--- src/rtl/sram_ctrl_pkg.sv ---
// Shared widths, FSM encoding and address helpers
// for the 32-bit-over-16-bit SRAM controller.
package sram_ctrl_pkg;

   localparam int ADDRESS_LEN   = 32;
   localparam int REGISTER_LEN  = 32;
   localparam int SRAM_ADDR_LEN = 18;
   localparam int SRAM_DATA_LEN = 16;
   localparam int WORD_IDX_LEN  = SRAM_ADDR_LEN - 1;
   localparam int CNT_LEN       = 3;

   typedef enum logic [1:0] {
      IDLE = 2'd0,
      LO   = 2'd1,
      HI   = 2'd2,
      DONE = 2'd3
   } state_t;

   // Word index relative to the window base; wraps
   // modulo 2^WORD_IDX_LEN by truncation.
   function automatic logic [WORD_IDX_LEN-1:0] word_index(
      input logic [ADDRESS_LEN-1:0] addr,
      input logic [ADDRESS_LEN-1:0] base
   );
      return WORD_IDX_LEN'((addr - base) >> 2);
   endfunction

   // True when the byte address falls outside the
   // SRAM window (below base, or past the last word).
   function automatic logic out_of_window(
      input logic [ADDRESS_LEN-1:0] addr,
      input logic [ADDRESS_LEN-1:0] base
   );
      logic [ADDRESS_LEN-1:0] word;
      word = (addr - base) >> 2;
      return (addr < base) ||
             (word >= (ADDRESS_LEN'(1) << WORD_IDX_LEN));
   endfunction

endpackage

--- src/rtl/sram_ctrl.sv ---
// MEM-stage SRAM controller: splits one 32-bit access
// into two 16-bit SRAM cycles (LO then HI) and freezes
// the pipeline via ready until the access completes.
//
// Ports:
//   clk, rst            clock, sync active-high reset
//   wr_en, rd_en        request from MEM stage
//   address, wdata      byte address, write data
//   rdata, ready        read data, pipeline advance
//   sram_addr           SRAM halfword address
//   sram_dq_out/_in/_oe SRAM data bus and drive enable
//   sram_we_n           active-low write strobe
//   addr_err            out-of-window pulse in DONE
//
// Parameters:
//   WAIT_CYCLES  extra cycles per halfword (0..7)
//   BASE_ADDR    byte address of SRAM word 0
//
// Define SRAM_BOUNDS_CHECK_EN to reject accesses outside
// the SRAM window (IDLE->DONE, addr_err pulse, rdata=0);
// without it the word index simply wraps.
module sram_ctrl
   import sram_ctrl_pkg::*;
#(
   parameter int unsigned            WAIT_CYCLES = 1,
   parameter logic [ADDRESS_LEN-1:0] BASE_ADDR   = 32'd1024
) (
   input  logic                     clk,
   input  logic                     rst,
   input  logic                     wr_en,
   input  logic                     rd_en,
   input  logic [ADDRESS_LEN-1:0]   address,
   input  logic [REGISTER_LEN-1:0]  wdata,
   output logic [REGISTER_LEN-1:0]  rdata,
   output logic                     ready,
   output logic [SRAM_ADDR_LEN-1:0] sram_addr,
   output logic [SRAM_DATA_LEN-1:0] sram_dq_out,
   input  logic [SRAM_DATA_LEN-1:0] sram_dq_in,
   output logic                     sram_dq_oe,
   output logic                     sram_we_n,
   output logic                     addr_err
);

   localparam logic [CNT_LEN-1:0] CNT_LAST =
      CNT_LEN'(WAIT_CYCLES);

   state_t                  state_q;
   state_t                  state_d;
   logic [CNT_LEN-1:0]      cnt_q;
   logic [WORD_IDX_LEN-1:0] idx_q;
   logic [REGISTER_LEN-1:0] wdata_q;
   logic [REGISTER_LEN-1:0] rdata_q;
   logic [SRAM_DATA_LEN-1:0] lo_q;
   logic                    wr_q;
   logic                    req;
   logic                    req_err;
   logic                    phase_last;

   assign req        = wr_en | rd_en;
   assign phase_last = (cnt_q == CNT_LAST);
   assign rdata      = rdata_q;

`ifdef SRAM_BOUNDS_CHECK_EN
   logic err_q;
   assign req_err = out_of_window(address, BASE_ADDR);
`else
   assign req_err = 1'b0;
`endif

   always_ff @(posedge clk) begin
      if (rst) begin
         state_q <= IDLE;
         cnt_q   <= '0;
         idx_q   <= '0;
         wdata_q <= '0;
         wr_q    <= 1'b0;
         lo_q    <= '0;
         rdata_q <= '0;
      end else begin
         state_q <= state_d;
         unique case (state_q)
            IDLE: begin
               // Request is sampled once here and held;
               // write wins when both enables are high.
               if (req) begin
                  cnt_q   <= '0;
                  idx_q   <= word_index(address, BASE_ADDR);
                  wdata_q <= wdata;
                  wr_q    <= wr_en;
                  if (req_err && !wr_en) begin
                     rdata_q <= '0;
                  end
               end
            end
            LO: begin
               if (phase_last) begin
                  cnt_q <= '0;
                  if (!wr_q) begin
                     lo_q <= sram_dq_in;
                  end
               end else begin
                  cnt_q <= cnt_q + 1'b1;
               end
            end
            HI: begin
               // Low half is staged so rdata only changes
               // when a read fully completes.
               if (phase_last) begin
                  cnt_q <= '0;
                  if (!wr_q) begin
                     rdata_q <= {sram_dq_in, lo_q};
                  end
               end else begin
                  cnt_q <= cnt_q + 1'b1;
               end
            end
            DONE: begin
               cnt_q <= '0;
            end
         endcase
      end
   end

`ifdef SRAM_BOUNDS_CHECK_EN
   always_ff @(posedge clk) begin
      if (rst) begin
         err_q <= 1'b0;
      end else if (state_q == IDLE && req) begin
         err_q <= req_err;
      end
   end
`endif

   always_comb begin
      state_d     = state_q;
      ready       = 1'b0;
      sram_addr   = '0;
      sram_dq_out = '0;
      sram_dq_oe  = 1'b0;
      sram_we_n   = 1'b1;
      addr_err    = 1'b0;
      unique case (state_q)
         IDLE: begin
            // Freeze in the arrival cycle of a request.
            ready = ~req;
            if (req) begin
               state_d = req_err ? DONE : LO;
            end
         end
         LO: begin
            sram_addr  = {idx_q, 1'b0};
            sram_dq_oe = wr_q;
            sram_we_n  = ~wr_q;
            if (wr_q) begin
               sram_dq_out = wdata_q[SRAM_DATA_LEN-1:0];
            end
            if (phase_last) begin
               state_d = HI;
            end
         end
         HI: begin
            sram_addr  = {idx_q, 1'b1};
            sram_dq_oe = wr_q;
            sram_we_n  = ~wr_q;
            if (wr_q) begin
               sram_dq_out =
                  wdata_q[REGISTER_LEN-1:SRAM_DATA_LEN];
            end
            if (phase_last) begin
               state_d = DONE;
            end
         end
         DONE: begin
            // Always return to IDLE so a request still
            // held here is not restarted.
            ready   = 1'b1;
            state_d = IDLE;
`ifdef SRAM_BOUNDS_CHECK_EN
            addr_err = err_q;
`endif
         end
      endcase
   end

endmodule

--- config.mk ---
export PLATFORM = sky130hd
export DESIGN_NAME = sram_ctrl
export DESIGN_NICKNAME = d
export VERILOG_FILES = /design/src/rtl/sram_ctrl_pkg.sv /design/src/rtl/sram_ctrl.sv
export SDC_FILE = /design/constraint.sdc
export NUM_CORES = 1
export LEC_CHECK = 0
export BUFFER_PORTS_ARGS = -buffer_cell sky130_fd_sc_hd__buf_4
export CAP_MARGIN = 30
export CORE_MARGIN = 2
export CORE_UTILIZATION = 50
export DETAILED_ROUTE_END_ITERATION = 8
export GPL_TIMING_DRIVEN = 0
export PLACE_DENSITY = 0.9
export SYNTH_ARGS = -nofsm -noshare
export SYNTH_HDL_FRONTEND = slang
export SYNTH_SLANG_ARGS = --single-unit
--- constraint.sdc ---
create_clock -name clk -period 1.8 [get_ports clk]
set_input_delay 0.09 -clock clk [delete_from_list [all_inputs] [get_ports clk]]
set_output_delay 0.09 -clock clk [all_outputs]
set_load 0.1 [all_outputs]
==> results.json <==
{
  "reg2regPathDepth": 6,
  "cp-startpoint": "state_q[0]",
  "synth_largest_type_area_fraction": 0.4659,
  "fin_ws_ns": -0.4015,
  "antenna_found_initial": 0,
  "ios": 154,
  "finalSetupViolCount": 41,
  "crit_chain": "inv_6, ha_4, clkbuf_8, a22oi_1, nor2_4, buf_12",
  "grt_max_degree": 19,
  "hp-class": "in -> reg",
  "area_delta_synth_final_pct": 64.18,
  "yosysMostFrequentCell": "dfxtp_1",
  "io_buffers": 136,
  "drv_cap": 0,
  "cts_inserted_buffers": 9,
  "dr.pass1.iters": 8,
  "pwr-share-clk": 0.188,
  "hpwl_um": 8880,
  "required_ns": 1.71,
  "crit_buf_inv": 3,
  "final_max_slew_viol_count": 0,
  "relSlewSlack": 0.4178,
  "hold_violations": 0,
  "leakage_nw": 2.951,
  "critical-path-slowest-cell": "a22oi_1",
  "place_area_sq_mm": 0.005869,
  "postRouteAntennaNets": 0,
  "path_class": "reg -> out",
  "hp-start": "sram_dq_in[9]",
  "wl_per_cell_um": 23.32,
  "synthCells": 501,
  "htreeDepth": 3,
  "yosys.area.top_type": "dfxtp_1",
  "final.fill_count": 379,
  "synth_edf_count": 0,
  "dominantRegCellSynth": "dfxtp_1",
  "multi_input_area_sq_mm": 0.002499,
  "num_antenna_cells": 0,
  "postLayoutCellArea_sq_mm": 0.007266,
  "synth.area.top_cells": "dfxtp_1 (47%), mux2i_1 (11%), nand2b_1 (9.6%)",
  "violations": "negative setup slack",
  "syn_area_per_cell_sq_um": 8.833,
  "groute.usage.overall": 0.3453,
  "ir_worst_vdd_mv": 0.5374,
  "ys_warn_count": 0,
  "rsz0062_at_grt": "true",
  "crit_path_end_kind": "output pin",
  "whs_path_depth": 3,
  "clk_path_buf_depth": 2,
  "die_w_um": 98.08,
  "grt_pass1_vias": 5005,
  "clockRootBuffer": "clkbuf_8",
  "fin_nets": 801,
  "yosys_register_bits": 103,
  "finalCritPeriodShare": 1.223,
  "core_region_area_sq_mm": 0.008636,
  "pwr-share-seq": 0.370,
  "r2r-start": "state_q[0]",
  "die_h_um": 98.08,
  "p_sw_mw": 3.453,
  "cp-start-kind": "flop",
  "drt_wl_total_um": 19220,
  "max_freq_mhz": 454.2,
  "syn-num-nets": 591,
  "min_period_ns": 2.202,
  "synth-async-reset-ratio": 0,
  "viasPerCell": 6.136,
  "die_area_sq_mm": 0.009620,
  "insertion_delay_ns": 0.39,
  "clkSinkCount": 103,
  "skew_ns": 0.03180,
  "gp_congestion": 0.8183,
  "cp.depth": 6,
  "seq_area_sq_mm": 0.002069,
  "cp_max_fo": 10,
  "layout-drive-gt1-share": 0.3464,
  "vias": 5056,
  "power_frac_comb": 0.442,
  "drc": 0,
  "pwr_density_cell_mw_per_mm2": 1114,
  "drt_first_iter_violations": 532,
  "path_delay_family": "compound AO/OA/AOI/OAI gates",
  "swShare": 0.4267,
  "syn-cell-area_sq_mm": 0.004425,
  "status": "finished, violations left",
  "ys_seq_area_frac": 0.4659,
  "gr-total-overflow": 0,
  "critPathArrivalTime_ns": 2.11,
  "tightest_slew_ns": 0.8653,
  "max_stage_delay_ns": 0.58,
  "p_total_mw": 8.093,
  "cts_tree": "built",
  "internal-power_mw": 4.640,
  "clk_pin_slew_worst_paths_ns": 0.10,
  "num_rows": 34,
  "synth_common_cells": "dfxtp_1 (103), nand2_1 (86), nand2b_1 (68)",
  "start_util": 0.5125,
  "synth_cell_types": 36,
  "grt_pass1_wl_um": 26300
}
## flip-flops by register name, indices dropped and copies added, names as in the netlist
| name | flops |
|---|---|
| cnt_q | 3 |
| idx_q | 17 |
| lo_q | 16 |
| rdata | 32 |
| state_q | 2 |
| wdata_q | 32 |
| wr_q | 1 |
## area by class of cell
cell class | instances | share of cell area
flip-flops and latches | 103 | 0.2848
clock buffers | 9 | 0.01705
well taps | 108 | 0.01860
plain buffers | 33 | 0.02807
repair buffers | 201 | 0.2922
inverters | 5 | 0.004477
clock inverters | 7 | 0.01085
multi-input cells | 358 | 0.3439
## routing by layer
metal | up-vias | track usage | part of all wire
li1 | 2092 | - | -
met1 | 2327 | 0.3876 | 0.34
met2 | 479 | 0.6122 | 0.47
met3 | 158 | 0.07946 | 0.12
met4 | 0 | 0.1731 | 0.076
met5 | - | 0 | 0
## worst paths after layout
| path | to | slack (ns) |
|---|---|---|
| setup / recovery | sram_dq_out[11] | -0.40 |
| hold / removal | lo_q[9] | 0.005 |
| setup reg to reg | idx_q[7] | -0.14 |
| hold reg to reg | rdata[6] | 0.48 |
## logic make-up after synthesis
family	count (synthesis)	share of synthesized area
simple gates	220	0.2522
flops	103	0.4659
compound gates	79	0.1083
mux	50	0.1131
buf+inv	40	0.03873
fa+ha+maj	6	0.01696
xor+xnor	2	0.003959
other cells	1	0.0008474
## what timing repair did
item,in CTS,in global routing
hold buffers,46,0
gates resized for setup,111,46
buffers inserted,11,6
pin swaps,4,5
endpoints found under the hold margin,46,0
setup endpoints to repair,76,112
gates cloned,2,0
## per-stage QoR
step / hold slack (ns) / utilization / setup TNS (ns) / worst slack, ns / std cells
finish: 0.005101 / 0.8414 / -5.263 / -0.4015 / 824
detailed placement: 0.3241 / 0.6797 / -12.27 / -0.4428 / 745
global placement: 0.3168 / 0.6797 / -8.844 / -0.3710 / 745
global route: 0.01172 / 0.8414 / -6.529 / -0.4192 / 824
floorplan: 0.1856 / - / -0.4858 / -0.03229 / 501
CTS: 0.001177 / 0.8208 / -2.154 / -0.1392 / 818
## worst reg2reg max path, stage by stage (launching register included)
cell,delay [ns]
dfxtp_4,0.41
inv_6,0.06
ha_4,0.18
o21ai_2,0.17
clkbuf_1,0.55
nand2_1,0.12
a21oi_1,0.37
## power groups by stage
stage	Sequential, mW	Clock [mW]	Combinational, mW
finish	2.99	1.52	3.58
global route	2.99	1.60	3.67
detailed placement	2.91	0	2.54
CTS	2.87	1.48	3.02
floorplan	2.94	0	1.87
global placement	2.88	0	2.47
## layout by cell type, fill, tap and decap left out, types with 3 or more instances in the layout
cell type      count
a211oi_1           7
a21oi_1           42
nor2_4            18
inv_6              4
buf_4            119
nor3b_1            4
clkbuf_1          16
clkinvlp_4         4
ha_1               3
ha_4               3
buf_2              4
clkbuf_8          10
nor4_1             3
buf_6              3
mux2i_1           50
nand2_1           84
dfxtp_1          101
a22oi_1            8
dlygate4sd3_1     46
nor2_1             9
buf_12            37
a22oi_2            8
nand2b_1          68
o21ai_0            3
and2_4            17
No activity file was read; power rests on OpenSTA's default activity.
